<file path="config.mk">
export PLATFORM = sky130hd
export DESIGN_NAME = same_idx_gen
export DESIGN_NICKNAME = d
export VERILOG_FILES = /design/src/rtl/same_idx_gen.sv
export SDC_FILE = /design/constraint.sdc
export NUM_CORES = 1
export LEC_CHECK = 0
export ABC_CLOCK_PERIOD_IN_PS = 2050
export BUFFER_PORTS_ARGS = -buffer_cell sky130_fd_sc_hd__buf_4
export CORE_UTILIZATION = 51
export CTS_BUF_LIST = sky130_fd_sc_hd__clkbuf_8
export CTS_CLUSTER_DIAMETER = 200
export CTS_CLUSTER_SIZE = 30
export DETAILED_ROUTE_END_ITERATION = 7
export GPL_TIMING_DRIVEN = 0
export PLACE_DENSITY = 0.86
export SLEW_MARGIN = 20
export SYNTH_ARGS = -nofsm -noshare
export SYNTH_HDL_FRONTEND = slang
export SYNTH_SLANG_ARGS = --single-unit
</file>
<file path="constraint.sdc">
create_clock -name clk -period 2.05 [get_ports clk]
set_input_delay 0.615 -clock clk [delete_from_list [all_inputs] [get_ports clk]]
set_output_delay 0.615 -clock clk [all_outputs]
set_load 0.01 [all_outputs]
</file>
<file path="src/rtl/same_idx_gen.sv">
// same_idx_gen: sequential same-mode convolution index generator.
// Walks the same-output index 0..len-1 and presents each index together with
// its full-convolution counterpart (index + offset) on a valid/ready stream.
// Every output is a flop; no input reaches an output combinationally.
module same_idx_gen #(
   parameter int IDX_W = 5
) (
   input  logic             clk,
   input  logic             rst_a,
   input  logic             start_i,
   input  logic             abort_i,
   input  logic [IDX_W:0]   len_i,
   input  logic [IDX_W-1:0] offset_i,
   input  logic             ready_i,
   output logic             valid_o,
   output logic [IDX_W-1:0] same_index_o,
   output logic [IDX_W:0]   full_index_o,
   output logic             last_o,
   output logic             busy_o,
   output logic             done_o
);

   typedef enum logic [1:0] {
      ST_IDLE = 2'd0,
      ST_RUN  = 2'd1,
      ST_DONE = 2'd2
   } state_t;

   // Largest sweep the index width can express: 2**IDX_W indexes.
   localparam logic [IDX_W:0] LEN_MAX = {1'b1, {IDX_W{1'b0}}};

   state_t           state_reg;
   logic [IDX_W:0]   len_reg;
   logic [IDX_W-1:0] offset_reg;

   logic [IDX_W:0]   len_sat;
   logic [IDX_W-1:0] next_idx;
   logic [IDX_W:0]   next_full;
   logic             next_last;
   logic [IDX_W:0]   first_full;
   logic             first_last;

   // Next-value helpers: saturated length at start and the successor index in RUN.
   always_comb begin
      len_sat    = len_i[IDX_W] ? LEN_MAX : len_i;
      next_idx   = same_index_o + 1'b1;
      next_full  = {1'b0, next_idx} + {1'b0, offset_reg};
      next_last  = ({1'b0, next_idx} == (len_reg - 1'b1));
      first_full = {1'b0, offset_i};
      first_last = (len_sat == {{IDX_W{1'b0}}, 1'b1});
   end

   // Control FSM with registered outputs; abort has priority over everything but reset.
   always_ff @(posedge clk or negedge rst_a) begin
      if (!rst_a) begin
         state_reg    <= ST_IDLE;
         len_reg      <= '0;
         offset_reg   <= '0;
         valid_o      <= 1'b0;
         same_index_o <= '0;
         full_index_o <= '0;
         last_o       <= 1'b0;
         busy_o       <= 1'b0;
         done_o       <= 1'b0;
      end else if (abort_i) begin
         state_reg    <= ST_IDLE;
         valid_o      <= 1'b0;
         same_index_o <= '0;
         full_index_o <= '0;
         last_o       <= 1'b0;
         busy_o       <= 1'b0;
         done_o       <= 1'b0;
      end else begin
         unique case (state_reg)
            ST_IDLE: begin
               if (start_i) begin
                  len_reg    <= len_sat;
                  offset_reg <= offset_i;
                  busy_o     <= 1'b1;
                  if (len_sat != '0) begin
                     state_reg    <= ST_RUN;
                     valid_o      <= 1'b1;
                     same_index_o <= '0;
                     full_index_o <= first_full;
                     last_o       <= first_last;
                  end else begin
                     // Empty sweep: go straight to completion without emitting.
                     state_reg <= ST_DONE;
                     done_o    <= 1'b1;
                  end
               end
            end
            ST_RUN: begin
               if (valid_o && ready_i) begin
                  if (last_o) begin
                     state_reg    <= ST_DONE;
                     valid_o      <= 1'b0;
                     same_index_o <= '0;
                     full_index_o <= '0;
                     last_o       <= 1'b0;
                     done_o       <= 1'b1;
                  end else begin
                     same_index_o <= next_idx;
                     full_index_o <= next_full;
                     last_o       <= next_last;
                  end
               end
            end
            ST_DONE: begin
               state_reg <= ST_IDLE;
               done_o    <= 1'b0;
               busy_o    <= 1'b0;
            end
            default: begin
               state_reg <= ST_IDLE;
               valid_o   <= 1'b0;
               last_o    <= 1'b0;
               busy_o    <= 1'b0;
               done_o    <= 1'b0;
            end
         endcase
      end
   end

endmodule

</file>
## Word level (Yosys, flattened, before mapping)

Cells that the tools add are included.

- $add $sub $neg: 3
- Multipliers: 0
- Divide/modulo/power cells: 0
- Order comparisons: 0
- Equal/unequal tests: 11
- Shifts and indexed selects: 0
- Muxes and demuxes: 40
- Bitwise operators: 1
- Reductions and logical operators: 11

Operator list:

| operator | count |
|---|---|
| 2-to-1 mux 6 bit | 6 |
| 2-to-1 mux 5 bit | 5 |
| 2-to-1 mux 1 bit | 17 |
| != test 3 bit, second input constant | 5 |
| one-hot mux 6 bit (2 select lines) | 1 |
| AND reduction 4 bit | 3 |
| 2-to-1 mux 2 bit | 5 |
| one-hot mux 5 bit (2 select lines) | 1 |
| adder 5 x 5 -> 6 bit | 1 |
| == test 5 x 6 -> 1 bit | 1 |
| == test 6 x 1 -> 1 bit, second input constant | 1 |
| one-hot mux 1 bit (3 select lines) | 2 |
| AND reduction 3 bit | 2 |
| nonzero test 6 bit | 1 |
| subtractor 6 x 1 -> 6 bit, second input constant | 1 |
| adder 5 x 1 -> 5 bit, second input constant | 1 |
| AND reduction 5 bit | 1 |
| != test 2 bit, second input constant | 2 |
| one-hot mux 1 bit (2 select lines) | 2 |
| one-hot mux 2 bit (2 select lines) | 1 |
| nonzero test 3 bit | 1 |
| == test 2 x 1 -> 1 bit, second input constant | 1 |
| == test 2 bit, second input constant | 1 |
| zero test 2 bit | 1 |
| other kinds (3) | 3 |

- Flip-flop bits (word level): 28
- Latch bits: 0
- Bits in writable memories: 0
- Bits in read-only memories: 0
- Bits of input ports: 16
- Output and inout bits: 15
- Logic and storage cells: 75
- Memories: 0

## Logic depth before layout (Yosys ltp)

- Depth after elaboration: 6
- Mapped depth: 8
- Gate-level depth less buffers: 8

## Worst setup path before layout

No wires, ideal clock.

- Kind: register to register
- Start point: register same_index_o[0]
- End point: register full_index_o[4]
- Setup time: 0.126 ns
- Arrival: 2.014 ns
- Required time: 1.924 ns
- Setup slack: -0.090 ns
- Stages on the path, launching flop included: 8
- Path buffers: 0
- Clock period less this slack: 2.140 ns
- Path through: dfrtp_1 ha_1 fa_1 a21o_1 a21oi_1 xor2_1 nor2_1 a221o_1

- Word-level cells in the longest chain between the ends: 6

Ends and longest elaborated chain:

| what | line | text |
|---|---|---|
| start: declaration | 16 | `output logic [IDX_W-1:0] same_index_o,` |
| start signal: assignment | 103 | `same_index_o <= next_idx;` |
| adder 5 x 1 -> 5 bit | 46 | `next_idx = same_index_o + 1'b1;` |
| adder 5 x 5 -> 6 bit | 47 | `next_full = {1'b0, next_idx} + {1'b0, offset_reg};` |
| 2-to-1 mux 6 bit | 95 | `if (last_o) begin` |
| 2-to-1 mux 6 bit | 94 | `if (valid_o && ready_i) begin` |
| one-hot mux 6 bit (2 select lines) | 74 | `unique case (state_reg)` |
| 2-to-1 mux 6 bit | 65 | `end else if (abort_i) begin` |
| end signal: assignment | 84 | `full_index_o <= first_full;` |
| end signal: assignment | 104 | `full_index_o <= next_full;` |
| end: declaration | 17 | `output logic [IDX_W:0] full_index_o,` |

Every way passes these cells. The select of a mux whose other input is x is not followed.
A chain may end at the register's enable or synchronous reset.

## Worst setup path in the final report

Same ends and word-level chain as after synthesis.

==> flow_metrics.env <==
export IMPL_setup_repair_after_global_routing_missed_its_margin="true"
export IMPL_area_delta_synth_final_pct=27.92
export IMPL_cts_htree_levels=1
export IMPL_timing_reg2reg_worst_path_depth=7
export IMPL_max_slew_worst_pin_slew_ns=0.5378
export IMPL_cts_clk_slew_worst_paths_ns=0.09
export IMPL_grt_util_all_layers=0.2380
export IMPL_cts_buffers=3
export IMPL_grt_first_pass_wirelength_um=6030
export IMPL_area_taken_by_multi_input_logic_gates_um2=904.6
export IMPL_place_area_mm2=0.001864
export IMPL_failed_checks="design-rule violations"
export IMPL_grt_antenna_before_repair=0
export IMPL_drtPass1Iterations=6
export IMPL_insertion_delay_ns=0.27
export IMPL_timing_setup_critical_path_class="reg -> reg"
export IMPL_post_route_drc_count=1
export IMPL_cts_root_buffer="clkbuf_8"
export IMPL_startpoint_type="flop"
export IMPL_period_share=0.9940
export IMPL_crit_path_cell_trace="ha_4 > fa_2 > a21o_1 > a21oi_2 > xor2_1 > nor2_1 > a221o_1"
export IMPL_drt_total_wl_um=3806
export IMPL_fin_max_slew_vios=0
export IMPL_fin_worst_skew_ns=0.001723
export IMPL_worst_ep_required_time_ns=2.21
export IMPL_timing_final_hold_violations=0
export IMPL_fmax_mhz=490.7
export IMPL_cpLargestDelayFamily="adder cells"
export IMPL_vias=1330
export IMPL_layout_setup_ws_ns=0.01225
export IMPL_core_area_mm2=0.002853
export IMPL_fp_dieH_um=57.78
export IMPL_grt_remaining_overflow=0
export IMPL_die_x_um=57.78
export IMPL_drtAntennaViolNets=0
export IMPL_drive_above_1_share=0.3436
export IMPL_max_cap_violations=0
export IMPL_first_global_vias=1342
export IMPL_power_ir_vdd_worst_uv=511.7
export IMPL_arrival_ns=2.20
export IMPL_timing_critical_path_slowest_cell_delay_ns=0.47
export IMPL_cp_depth=7
export IMPL_port_buffers=30
export IMPL_gr_max_usage_layer="met2"
export IMPL_dpl_wire_length_um=2712
export IMPL_worstSetupEndpointType="flop"
export IMPL_clock_sinks=28
export IMPL_initial_core_util=0.5561
export IMPL_num_fill_cells=207
export IMPL_timing_hold_worst_class="in -> async"
export IMPL_dp_worst_slack_ns=-0.2332
export IMPL_grt_start_max_net_pins=29
export IMPL_grtUsageMet1=0.2866
export IMPL_fp_dieArea_mm2=0.003338
export IMPL_use_met2=0.4269
export IMPL_max_clock_path_buffers=2
export IMPL_report_final_setup_viol=0
export IMPL_postLayoutCellArea_mm2=0.002029
export IMPL_path_buf_inv=0
export IMPL_rows=19
export IMPL_slew_limit_headroom=0.6415
export IMPL_crit_slowest_cell="dfrtp_2"
export IMPL_fin_nets=220
export IMPL_crit_path_max_fanout=6
export IMPL_yosys_warnings=0
export IMPL_syn_num_nets=180
export IMPL_wl_per_cell_um=16.84
export IMPL_boundaryPins=31
export IMPL_use_met3=0.03795
export IMPL_power_density_mw_per_mm2=693.0
export IMPL_syn_area_mm2=0.001587
export IMPL_area_occupied_by_registers_um2=704.4
export IMPL_hold_buffers=0
export IMPL_min_period_ns=2.038
export IMPL_ys_types=37
export IMPL_drt_iter0_markers=40
export IMPL_inserted_diodes=0
export IMPL_outcome="complete, but fails checks"
export IMPL_synth_seq_area_share=0.4416
export IMPL_tritoncts="done"
export IMPL_routabilityCongestion=0.8871
export IMPL_power_leakage_uw=0.0009721
export IMPL_register_bit_count_reported_by_yosys=28
export IMPL_synth_avg_cell_area_um2=10.17
export IMPL_synthesis_instances=156
export IMPL_avgViaCountPerCell=5.885
## cell usage after synthesis, drive strengths merged
library cell / n / area, µm²
nand2: 16 / 60.06
nor3: 2 / 15.01
o21ai: 12 / 60.06
or4: 1 / 7.510
nor3b: 1 / 7.510
inv: 8 / 30.03
nand4: 1 / 6.260
and2: 1 / 6.260
a221o: 2 / 20.02
fa: 1 / 20.02
o21bai: 1 / 7.510
or3: 1 / 6.260
o31ai: 4 / 30.03
a32o: 1 / 10.01
ha: 7 / 87.58
nand3: 5 / 25.02
mux2i: 1 / 10.01
a31oi: 1 / 6.260
or4b: 1 / 13.76
mux2: 9 / 101.4
nor4: 1 / 12.51
o2bb2ai: 1 / 8.760
xor2: 7 / 61.31
nor4b: 1 / 8.760
a21oi: 7 / 35.03
buf: 3 / 23.77
xnor2: 6 / 52.55
dfrtp: 28 / 700.7
nand2b: 7 / 43.79
a22o: 4 / 35.03
clkbuf: 2 / 7.510
nor2: 8 / 30.03
and3: 1 / 6.260
a21o: 4 / 30.03
## power by group
| group | switching, µW | total [µW] | internal [µW] |
|---|---|---|---|
| registers | 55.2 | 666 | 611 |
| logic | 200 | 409 | 209 |
| clock network | 160 | 332 | 172 |
## worst paths after layout
| check | slack [ns] | end | start |
|---|---|---|---|
| setup / recovery | 0.01 | full_index_o[4] | same_index_o[0] |
| max in group asynchronous | 1.52 | same_index_o[0] | rst_a |
| min in group clk | 0.49 | full_index_o[1] | full_index_o[1] |
| setup reg to reg | 0.01 | full_index_o[4] | same_index_o[0] |
| hold reg to reg | 0.49 | full_index_o[1] | full_index_o[1] |
| hold / removal | 0.25 | valid_o | rst_a |
## placed cells by master, fill, tap and decap left out, drive strengths merged
cell	synthesis	final
buf	3	38
dfrtp	28	28
nand2	16	16
o21ai	12	12
mux2	9	9
inv	8	8
nor2	8	8
nand2b	7	7
xor2	7	7
a21oi	7	7
ha	7	7
xnor2	6	6
clkbuf	2	6
nand3	5	5
a21o	4	4
a22o	4	4
o31ai	4	4
a221o	2	2
nor3	2	2
nor4	1	1
and2	1	1
nor4b	1	1
o21bai	1	1
o2bb2ai	1	1
and3	1	1
or4b	1	1
a31oi	1	1
or4	1	1
or3	1	1
nand4	1	1
nor3b	1	1
a32o	1	1
mux2i	1	1
fa	1	1
## cells by family after synthesis
| logic type | synth area share |
|---|---|
| adder cells (fa/ha/maj) | 0.06782 |
| AND/OR/NAND/NOR | 0.1569 |
| buffers and inverters | 0.03864 |
| XOR/XNOR | 0.07177 |
| multiplexers | 0.07019 |
| AO/OA/AOI/OAI | 0.1530 |
| flip-flops | 0.4416 |
## stage by stage
stage          std cells   TNS, ns  power [µW]  utilization  hold WS [ns]
2_1_floorplan        156         0       907.8            -        0.3194
3_3_place_gp         217    -1.515        1015       0.6535        0.4631
3_5_place_dp         217    -2.618        1045       0.6535        0.4713
4_1_cts              224         0        1388       0.6930        0.2571
5_1_grt              226  -0.08102        1480       0.7114        0.2771
6_report             226         0        1406       0.7114        0.2472
## what timing repair did
item	CTS	global route
pin swaps	0	2
setup endpoints to repair	3	17
buffers inserted	3	2
gates resized for setup	5	10
## area by class of cell
| class | instances | share of cell area |
|---|---|---|
| inverter | 8 | 0.01480 |
| multi-input combinational | 115 | 0.4457 |
| tap | 31 | 0.01911 |
| sequential | 28 | 0.3471 |
| clock buffer | 4 | 0.02713 |
| timing repair buffer | 35 | 0.1295 |
| buffer | 5 | 0.01665 |
## metal layers
metal	part of all wire	vias up	wire (µm)
li1	-	627	-
met1	0.42	658	1610
met2	0.52	35	1965
met3	0.040	10	152
met4	0.020	0	78
met5	0	-	0
No activity file was read; power rests on OpenSTA's default activity.
